==> src/rtl/wb_host_pkg.sv <==
// Shared types and constants for the Wishbone host master slice.
package wb_host_pkg;

    typedef enum logic [1:0] {
        IDLE,
        BUS,
        RESP
    } state_t;

    localparam int unsigned WB_DAT_W = 32;
    localparam int unsigned WB_SEL_W = 4;
    localparam logic [WB_DAT_W-1:0] TIMEOUT_RDATA = 32'hFFFF_FFFF;

endpackage

==> src/rtl/wb_host_if.sv <==
// Command/response handshake plus Wishbone classic master bus, bundled for wb_host_master.
interface wb_host_if
    import wb_host_pkg::*;
#(
    parameter int unsigned ADR_W = 32
);

    logic                cmd_valid;
    logic                cmd_ready;
    logic                cmd_we;
    logic [ADR_W-1:0]    cmd_adr;
    logic [WB_DAT_W-1:0] cmd_dat;
    logic [WB_SEL_W-1:0] cmd_sel;

    logic                rsp_valid;
    logic                rsp_ready;
    logic [WB_DAT_W-1:0] rsp_dat;
    logic                rsp_err;

    logic                wbm_cyc_o;
    logic                wbm_stb_o;
    logic                wbm_we_o;
    logic [ADR_W-1:0]    wbm_adr_o;
    logic [WB_DAT_W-1:0] wbm_dat_o;
    logic [WB_SEL_W-1:0] wbm_sel_o;
    logic                wbm_ack_i;
    logic [WB_DAT_W-1:0] wbm_dat_i;

    modport master (
        input  cmd_valid, cmd_we, cmd_adr, cmd_dat, cmd_sel, rsp_ready,
        input  wbm_ack_i, wbm_dat_i,
        output cmd_ready, rsp_valid, rsp_dat, rsp_err,
        output wbm_cyc_o, wbm_stb_o, wbm_we_o, wbm_adr_o, wbm_dat_o, wbm_sel_o
    );

    modport slave (
        output cmd_valid, cmd_we, cmd_adr, cmd_dat, cmd_sel, rsp_ready,
        output wbm_ack_i, wbm_dat_i,
        input  cmd_ready, rsp_valid, rsp_dat, rsp_err,
        input  wbm_cyc_o, wbm_stb_o, wbm_we_o, wbm_adr_o, wbm_dat_o, wbm_sel_o
    );

endinterface

==> src/rtl/wb_host_timeout.sv <==
// Bus-cycle watchdog: expired is high during the TIMEOUT_CYCLES-th enabled cycle since clear.
module wb_host_timeout #(
    parameter int unsigned TIMEOUT_CYCLES = 255
) (
    input  logic clk,
    input  logic rst_n,
    input  logic clear,
    input  logic enable,
    output logic expired
);

    localparam int unsigned CNT_W = (TIMEOUT_CYCLES > 1) ? $clog2(TIMEOUT_CYCLES) : 1;
    localparam logic [CNT_W-1:0] LAST = CNT_W'(TIMEOUT_CYCLES - 1);

    logic [CNT_W-1:0] cnt;

    always_ff @(posedge clk or negedge rst_n) begin
        if (!rst_n) begin
            cnt <= '0;
        end else if (clear) begin
            cnt <= '0;
        end else if (enable) begin
            cnt <= cnt + 1'b1;
        end
    end

    assign expired = enable && (cnt == LAST);

endmodule

==> src/rtl/wb_host_master.sv <==
// Single-outstanding command-to-Wishbone classic master (IDLE -> BUS -> RESP).
// Optional bus timeout abort is enabled by defining WB_HOST_TIMEOUT_EN.
module wb_host_master
    import wb_host_pkg::*;
#(
    parameter int unsigned TIMEOUT_CYCLES = 255,
    parameter int unsigned ADR_W          = 32
) (
    input  logic      wb_clk_i,
    input  logic      wb_rst_ni,
    wb_host_if.master bus
);

    state_t state, state_n;

    logic                accept;
    logic                done;
    logic                abort;
    logic                expired;

    logic                we_q;
    logic [ADR_W-1:0]    adr_q;
    logic [WB_DAT_W-1:0] dat_q;
    logic [WB_SEL_W-1:0] sel_q;
    logic [WB_DAT_W-1:0] rsp_dat_q;
    logic                rsp_err_q;

`ifdef WB_HOST_TIMEOUT_EN
    wb_host_timeout #(
        .TIMEOUT_CYCLES(TIMEOUT_CYCLES)
    ) u_timeout (
        .clk    (wb_clk_i),
        .rst_n  (wb_rst_ni),
        .clear  (state != BUS),
        .enable (state == BUS),
        .expired(expired)
    );
`else
    assign expired = 1'b0;
`endif

    always_ff @(posedge wb_clk_i or negedge wb_rst_ni) begin
        if (!wb_rst_ni) begin
            state <= IDLE;
        end else begin
            state <= state_n;
        end
    end

    // Ack is checked before expiry so an ack in the expiry cycle completes normally.
    always_comb begin
        state_n = state;
        accept  = 1'b0;
        done    = 1'b0;
        abort   = 1'b0;
        case (state)
            IDLE: begin
                if (bus.cmd_valid) begin
                    accept  = 1'b1;
                    state_n = BUS;
                end
            end
            BUS: begin
                if (bus.wbm_ack_i) begin
                    done    = 1'b1;
                    state_n = RESP;
                end else if (expired) begin
                    abort   = 1'b1;
                    state_n = RESP;
                end
            end
            RESP: begin
                if (bus.rsp_ready) begin
                    state_n = IDLE;
                end
            end
            default: state_n = IDLE;
        endcase
    end

    always_ff @(posedge wb_clk_i or negedge wb_rst_ni) begin
        if (!wb_rst_ni) begin
            we_q      <= 1'b0;
            adr_q     <= '0;
            dat_q     <= '0;
            sel_q     <= '0;
            rsp_dat_q <= '0;
            rsp_err_q <= 1'b0;
        end else begin
            if (accept) begin
                we_q  <= bus.cmd_we;
                adr_q <= bus.cmd_adr;
                dat_q <= bus.cmd_dat;
                sel_q <= bus.cmd_sel;
            end
            if (done) begin
                rsp_dat_q <= we_q ? '0 : bus.wbm_dat_i;
                rsp_err_q <= 1'b0;
            end else if (abort) begin
                rsp_dat_q <= TIMEOUT_RDATA;
                rsp_err_q <= 1'b1;
            end
        end
    end

    // Gated by reset so cmd_ready is low while reset is asserted even though state is IDLE.
    assign bus.cmd_ready = (state == IDLE) && wb_rst_ni;
    assign bus.rsp_valid = (state == RESP);
    assign bus.rsp_dat   = rsp_dat_q;
    assign bus.rsp_err   = rsp_err_q;

    assign bus.wbm_cyc_o = (state == BUS);
    assign bus.wbm_stb_o = (state == BUS);
    assign bus.wbm_we_o  = we_q;
    assign bus.wbm_adr_o = adr_q;
    assign bus.wbm_dat_o = dat_q;
    assign bus.wbm_sel_o = sel_q;

endmodule

==> src/flat_wrapper.sv <==
// flat-port wrapper written by rule: the top's interface ports become plain ports
module wb_host_master_flat import wb_host_pkg::*;
#(
    parameter int unsigned TIMEOUT_CYCLES = 255,
    parameter int unsigned ADR_W          = 32
)
  (wb_clk_i, wb_rst_ni, bus_cmd_valid, bus_cmd_we, bus_cmd_adr, bus_cmd_dat, bus_cmd_sel, bus_rsp_ready, bus_wbm_ack_i, bus_wbm_dat_i, bus_cmd_ready, bus_rsp_valid, bus_rsp_dat, bus_rsp_err, bus_wbm_cyc_o, bus_wbm_stb_o, bus_wbm_we_o, bus_wbm_adr_o, bus_wbm_dat_o, bus_wbm_sel_o);
  wb_host_if #(.ADR_W(ADR_W)) bus_i ();
  input  logic wb_clk_i;
  input  logic wb_rst_ni;
  input wire logic [$bits(bus_i.cmd_valid)-1:0] bus_cmd_valid;
  input wire logic [$bits(bus_i.cmd_we)-1:0] bus_cmd_we;
  input wire logic [$bits(bus_i.cmd_adr)-1:0] bus_cmd_adr;
  input wire logic [$bits(bus_i.cmd_dat)-1:0] bus_cmd_dat;
  input wire logic [$bits(bus_i.cmd_sel)-1:0] bus_cmd_sel;
  input wire logic [$bits(bus_i.rsp_ready)-1:0] bus_rsp_ready;
  input wire logic [$bits(bus_i.wbm_ack_i)-1:0] bus_wbm_ack_i;
  input wire logic [$bits(bus_i.wbm_dat_i)-1:0] bus_wbm_dat_i;
  output wire logic [$bits(bus_i.cmd_ready)-1:0] bus_cmd_ready;
  output wire logic [$bits(bus_i.rsp_valid)-1:0] bus_rsp_valid;
  output wire logic [$bits(bus_i.rsp_dat)-1:0] bus_rsp_dat;
  output wire logic [$bits(bus_i.rsp_err)-1:0] bus_rsp_err;
  output wire logic [$bits(bus_i.wbm_cyc_o)-1:0] bus_wbm_cyc_o;
  output wire logic [$bits(bus_i.wbm_stb_o)-1:0] bus_wbm_stb_o;
  output wire logic [$bits(bus_i.wbm_we_o)-1:0] bus_wbm_we_o;
  output wire logic [$bits(bus_i.wbm_adr_o)-1:0] bus_wbm_adr_o;
  output wire logic [$bits(bus_i.wbm_dat_o)-1:0] bus_wbm_dat_o;
  output wire logic [$bits(bus_i.wbm_sel_o)-1:0] bus_wbm_sel_o;
  assign bus_i.cmd_valid = bus_cmd_valid;
  assign bus_i.cmd_we = bus_cmd_we;
  assign bus_i.cmd_adr = bus_cmd_adr;
  assign bus_i.cmd_dat = bus_cmd_dat;
  assign bus_i.cmd_sel = bus_cmd_sel;
  assign bus_i.rsp_ready = bus_rsp_ready;
  assign bus_i.wbm_ack_i = bus_wbm_ack_i;
  assign bus_i.wbm_dat_i = bus_wbm_dat_i;
  assign bus_cmd_ready = bus_i.cmd_ready;
  assign bus_rsp_valid = bus_i.rsp_valid;
  assign bus_rsp_dat = bus_i.rsp_dat;
  assign bus_rsp_err = bus_i.rsp_err;
  assign bus_wbm_cyc_o = bus_i.wbm_cyc_o;
  assign bus_wbm_stb_o = bus_i.wbm_stb_o;
  assign bus_wbm_we_o = bus_i.wbm_we_o;
  assign bus_wbm_adr_o = bus_i.wbm_adr_o;
  assign bus_wbm_dat_o = bus_i.wbm_dat_o;
  assign bus_wbm_sel_o = bus_i.wbm_sel_o;
  wb_host_master #(.TIMEOUT_CYCLES(TIMEOUT_CYCLES), .ADR_W(ADR_W)) u_core (.wb_clk_i(wb_clk_i), .wb_rst_ni(wb_rst_ni), .bus(bus_i));
endmodule
==> config.mk <==
export PLATFORM = sky130hd
export DESIGN_NAME = wb_host_master_flat
export DESIGN_NICKNAME = d
export VERILOG_FILES = /design/src/rtl/wb_host_pkg.sv /design/src/rtl/wb_host_if.sv /design/src/rtl/wb_host_timeout.sv /design/src/rtl/wb_host_master.sv /design/src/flat_wrapper.sv
export SDC_FILE = /design/constraint.sdc
export NUM_CORES = 1
export LEC_CHECK = 0
export ABC_AREA = 1
export BUFFER_PORTS_ARGS = -buffer_cell sky130_fd_sc_hd__buf_2
export CORE_ASPECT_RATIO = 1.2
export CORE_MARGIN = 2
export CORE_UTILIZATION = 34
export CTS_CLUSTER_DIAMETER = 30
export DETAILED_ROUTE_END_ITERATION = 7
export GPL_ROUTABILITY_DRIVEN = 0
export PLACE_DENSITY_LB_ADDON = 0.25
export SYNTH_ARGS = -nofsm -noshare
export SYNTH_HDL_FRONTEND = slang
export SYNTH_SLANG_ARGS = --single-unit
==> constraint.sdc <==
create_clock -name wb_clk_i -period 2.71 [get_ports wb_clk_i]
set_input_delay 0 -clock wb_clk_i [delete_from_list [all_inputs] [get_ports wb_clk_i]]
set_output_delay 0 -clock wb_clk_i [all_outputs]
set_load 0.1 [all_outputs]
==> results of run 1 <==
## flip-flops by register name, indices dropped and copies added (netlist names)
name                  flops
u_core.state              2
u_core.bus.wbm_dat_o     32
u_core.bus.wbm_adr_o     32
u_core.bus.rsp_dat       32
u_core.bus.wbm_sel_o      4
u_core.bus.wbm_we_o       1
## metrics by stage
| stage | setup WS (ns) | utilization [%] | hold slack, ns | cell area [um^2] | instances |
|---|---|---|---|---|---|
| floorplan | 0.965 | - | -0.296 | 4370 | 521 |
| global placement | 1.22 | 43.5 | -0.0691 | 5490 | 865 |
| detailed placement | 1.17 | 43.5 | -0.0612 | 5490 | 865 |
| CTS | 0.818 | 54.1 | 0.102 | 6830 | 984 |
| global route | 0.749 | 54.1 | 0.145 | 6830 | 984 |
| finish | 0.856 | 54.1 | 0.117 | 6830 | 984 |
## worst max-delay path, cell delays in order (launching register included)
cell	delay [ns]
dfrtp_1	0.48
inv_2	0.09
nor2_4	0.42
buf_2	0.53
## final timing paths
kind,startpoint,endpoint,depth (start not counted)
setup / recovery,u_core.state[0],bus_wbm_cyc_o,3
hold / removal,wb_rst_ni,u_core.bus.rsp_dat[26],2
setup reg to reg,u_core.state[1],u_core.bus.wbm_adr_o[4],4
hold reg to reg,u_core.bus.wbm_adr_o[18],u_core.bus.wbm_adr_o[18],2
max in group asynchronous,wb_rst_ni,u_core.bus.wbm_dat_o[31],3
min in group wb_clk_i,bus_wbm_ack_i,u_core.bus.rsp_dat[18],4
## cell families after synthesis
| group | Yosys count | share of synthesized area (%) |
|---|---|---|
| other | 1 | 0.0859 |
| buffers and inverters | 73 | 7.60 |
| AND/OR/NAND/NOR | 342 | 33.0 |
| flip-flops | 103 | 59.0 |
| AO/OA/AOI/OAI | 2 | 0.229 |
## layout make-up
type	count	area [um^2]	share of cell area, %
flip-flops and latches	103	2580	37.8
repair buffers	321	2140	31.4
multi-input cells	345	1460	21.4
clock buffers	9	225	3.30
well taps	164	205	3.01
inverters	35	131	1.92
clock inverters	7	80.1	1.17
## repair_timing
action | 4_1_cts | 5_1_grt
setup endpoints to repair | 0 | 0
buffers inserted | 0 | 0
hold buffers | 103 | 0
endpoints found under the hold margin | 127 | 0
## layer usage
layer,wire length [um],GRT usage (%),share of wire [%]
met1,5700,23.9,44
met2,6230,32.8,48
met3,919,4.12,7.0
met4,250,7.24,1.9
met5,0,0,0
## cells in the mapped netlist
| cell | count | area share, % |
|---|---|---|
| nand2_1 | 204 | 18 |
| dfrtp_1 | 103 | 59 |
| nand3_1 | 101 | 12 |
| inv_1 | 33 | 2.8 |
| nor2_1 | 32 | 2.8 |
| buf_2 | 19 | 2.2 |
| clkbuf_1 | 10 | 0.86 |
| buf_4 | 7 | 1.2 |
| inv_2 | 2 | 0.17 |
| nor2_4 | 2 | 0.52 |
| o21ai_1 | 2 | 0.23 |
| buf_1 | 1 | 0.086 |
| buf_6 | 1 | 0.26 |
| conb_1 | 1 | 0.086 |
| nand2_4 | 1 | 0.26 |
| nand3_2 | 1 | 0.23 |
| nor3b_1 | 1 | 0.17 |
==> impl_metrics.env, run 1 <==
export IMPL_htreeDepth=3
export IMPL_finalCriticalPeriod_ns=1.85
export IMPL_ys_warn_count=0
export IMPL_clk_latency_ns=0.34
export IMPL_root_buffer="clkbuf_16"
export IMPL_grt_ovfl_total=0
export IMPL_fmax_mhz=539
export IMPL_vias=4458
export IMPL_grt_pass1_wl_um=21400
export IMPL_initial_core_util_pct=34.6
export IMPL_worstHoldPathType="input port to asynchronous set/reset pin"
export IMPL_syn_inst=521
export IMPL_grt_pass1_vias=4563
export IMPL_row_count=45
export IMPL_layout_commonest_cell="buf_2"
export IMPL_final_hold_viol_count=0
export IMPL_synth_nets=627
export IMPL_crit_path_start_kind="register"
export IMPL_synth_distinct_cells=17
export IMPL_cts_buffers=9
export IMPL_antenna_found_initial=0
export IMPL_syn_area_mm2=0.00437
export IMPL_hpwlAfterDp_um=8020
export IMPL_die_w_um=107
export IMPL_drive_above_1_share_pct=29.4
export IMPL_wl_per_cell_um=13.3
export IMPL_seq_area_frac_synth_pct=59.0
export IMPL_clock_skew_final_ns=0.00898
export IMPL_fillerInstances=1159
export IMPL_fin_tns_setup_ns=0
export IMPL_core_area_mm2=0.0126
export IMPL_cts_clk_slew_worst_paths_ns=0.07
export IMPL_maxSlewHeadroom_pct=49.8
export IMPL_mostFrequentLayoutCells="buf_2 (209), nand2_1 (204), dlygate4sd3_1 (103), dfrtp_1 (103), nand3_1 (101)"
export IMPL_postCtsResizedCells=0
export IMPL_maxCapViolations=0
export IMPL_crit_arrival_ns=1.85
export IMPL_first_iter_violations=226
export IMPL_grt_use_total_pct=19.2
export IMPL_antenna_diode_count=0
export IMPL_dr_pass1_iters=4
export IMPL_period_share_pct=68.4
export IMPL_ctsLongestPathBuffers=2
export IMPL_worst_pin_slew_ns=0.753
export IMPL_cts_sinks=103
export IMPL_crit_type="register to primary output"
export IMPL_die_area_mm2=0.0138
export IMPL_cp_data_required_time_ns=2.71
export IMPL_drc=0
export IMPL_die_height_um=128
export IMPL_avgSynthCellArea_um2=8.38
export IMPL_rsz0062_at_grt="false"
export IMPL_ff2ff_setup_slack_ns=1.16
export IMPL_drtAntennaViolNets=0
export IMPL_crit_fanout=22
export IMPL_grt_max_degree=71
export IMPL_viasPerCell=4.53
export IMPL_slew_viol_final=0
export IMPL_setup_viol=0
export IMPL_final_nets=921
export IMPL_io_pins=212
export IMPL_area_growth_pct=56.3
export IMPL_cts_tree="yes"
export IMPL_run_status="complete, no violations"
export IMPL_ys_ff_latch=103
export IMPL_portBuffers=210
export IMPL_end_kind="primary output"
export IMPL_routed_wirelength_um=13100
Power of run 1 is not shown: default switching activity piles up to over one toggle a cycle in this logic, so the estimate is an artifact.
==> run 2: changes to the inputs <==
- clock period: 2.71 -> 1.5 ns (I/O delays scaled with it)
==> impl_metrics.env, run 2 (synthesized netlist as in run 1, its figures left out) <==
export IMPL_run_status="complete, no violations"
export IMPL_drive_above_1_share_pct=29.7
export IMPL_cpMostUsedCell="buf_12"
export IMPL_path_buf_inv=2
export IMPL_cts_repair_timing_setup_buffer_count=0
export IMPL_hpwlAfterDp_um=7940
export IMPL_antenna_found_initial=1
export IMPL_fmax_mhz=723
export IMPL_finalNonFillerCells=986
export IMPL_end_kind="primary output"
export IMPL_ff2ff_setup_slack_ns=0.16
export IMPL_final_nets=923
export IMPL_crit_type="register to primary output"
export IMPL_htreeDepth=3
export IMPL_cts_clk_slew_worst_paths_ns=0.06
export IMPL_crit_arrival_ns=1.38
export IMPL_crit_path_start_kind="register"
export IMPL_cp_top_family="flip-flops"
export IMPL_placed_cell_area_mm2=0.00566
export IMPL_clk_latency_ns=0.34
export IMPL_die_area_mm2=0.0138
export IMPL_grt_util_met3_pct=4.63
export IMPL_drc=0
export IMPL_crit_slowest_cell="dfrtp_1"
export IMPL_met1_usage_pct=23.8
export IMPL_viasPerCell=4.55
export IMPL_row_count=45
export IMPL_utilization_pct=55.4
export IMPL_cp_data_required_time_ns=1.50
export IMPL_mostFrequentLayoutCells="nand2_1 (204), buf_2 (204), dlygate4sd3_1 (103), nand3_1 (101), dfrtp_1 (101)"
export IMPL_period_share_pct=92.2
export IMPL_routed_wirelength_um=12900
export IMPL_drtAntennaViolNets=0
export IMPL_cts_sinks=103
export IMPL_crit_path_cell_trace="nor2_4, buf_12, buf_12"
export IMPL_die_w_um=107
export IMPL_first_iter_violations=326
export IMPL_vias=4482
export IMPL_dr_pass1_iters=4
export IMPL_root_buffer="clkbuf_16"
export IMPL_finalCriticalPeriod_ns=1.38
export IMPL_grt_max_degree=104
export IMPL_grt_ovfl_total=0
export IMPL_worst_pin_slew_ns=0.537
export IMPL_dpl_cell_count=867
export IMPL_area_growth_pct=60.2
export IMPL_setup_viol=0
export IMPL_grt_pass1_wl_um=21200
export IMPL_rsz0062_at_grt="false"
export IMPL_fin_area_mm2=0.00699
export IMPL_cts_tree="yes"
export IMPL_met2_usage_pct=32.5
export IMPL_die_height_um=128
export IMPL_io_pins=212
export IMPL_final_hold_viol_count=0
export IMPL_crit_path_max_incr_delay_ns=0.48
export IMPL_cts_buffers=9
export IMPL_clock_skew_final_ns=0.00886
export IMPL_busiest_layer="met2"
export IMPL_slew_viol_final=0
export IMPL_initial_core_util_pct=34.6
export IMPL_crit_fanout=34
export IMPL_maxSlewHeadroom_pct=64.2
export IMPL_maxCapViolations=0
export IMPL_wl_per_cell_um=13.1
export IMPL_core_area_mm2=0.0126
export IMPL_worstHoldPathType="input port to register"
export IMPL_fillerInstances=1134
export IMPL_grt_pass1_vias=4503
export IMPL_grt_use_total_pct=19.1
export IMPL_portBuffers=210
export IMPL_ctsLongestPathBuffers=2
export IMPL_antenna_diode_count=0
-- run 2: cell count changes in the layout (fill, tap and decap cells not counted) --
cell,previous run,this run
buf_12,0,11
buf_2,209,204
buf_4,9,5
clkbuf_1,0,1
clkbuf_8,0,1
clkinv_4,2,0
dfrtp_1,103,101
dfrtp_2,0,2
-- run 2: per-stage QoR --
stage	setup TNS [ns]	setup WS [ns]	hold slack, ns
finish	0	0.117	0.0632
global route	0	0.0393	0.0710
CTS	0	0.0357	0.0417
detailed placement	0	0.161	0.140
global placement	0	0.191	0.136
floorplan	-0.222	-0.222	-0.296
-- run 2: final timing paths --
kind / startpoint / cells after the start / endpoint
min: bus_wbm_ack_i / 2 / u_core.state[0]
max reg2reg: u_core.state[1] / 4 / u_core.bus.wbm_adr_o[7]
min in group asynchronous: wb_rst_ni / 3 / u_core.bus.rsp_dat[30]
min reg2reg: u_core.bus.wbm_adr_o[30] / 2 / u_core.bus.wbm_adr_o[30]
max: u_core.state[1] / 3 / bus_wbm_cyc_o
max in group asynchronous: wb_rst_ni / 3 / u_core.bus.wbm_we_o
-- run 2: repair_timing --
action / CTS / global route
setup endpoints to repair: 0 / 2
hold buffers: 103 / 0
hold endpoints to repair: 205 / 0
gates resized for setup: 0 / 1
-- run 2: metal layers --
layer,routed length [um],vias up
met3,995,19
met1,5380,2076
met4,193,2
met2,6340,185
li1,-,2200
met5,13,-
-- run 2: final cells by class --
cell class / count / area (um^2) / area share [%]
Clock buffer: 11 / 243 / 3.47
Clock inverter: 5 / 62.6 / 0.895
Inverter: 35 / 131 / 1.88
Multi-Input combinational cell: 345 / 1460 / 20.9
Sequential cell: 103 / 2580 / 36.9
Tap cell: 164 / 205 / 2.93
Timing Repair Buffer: 323 / 2310 / 33.0
Power of run 2 is left out for the same reason.
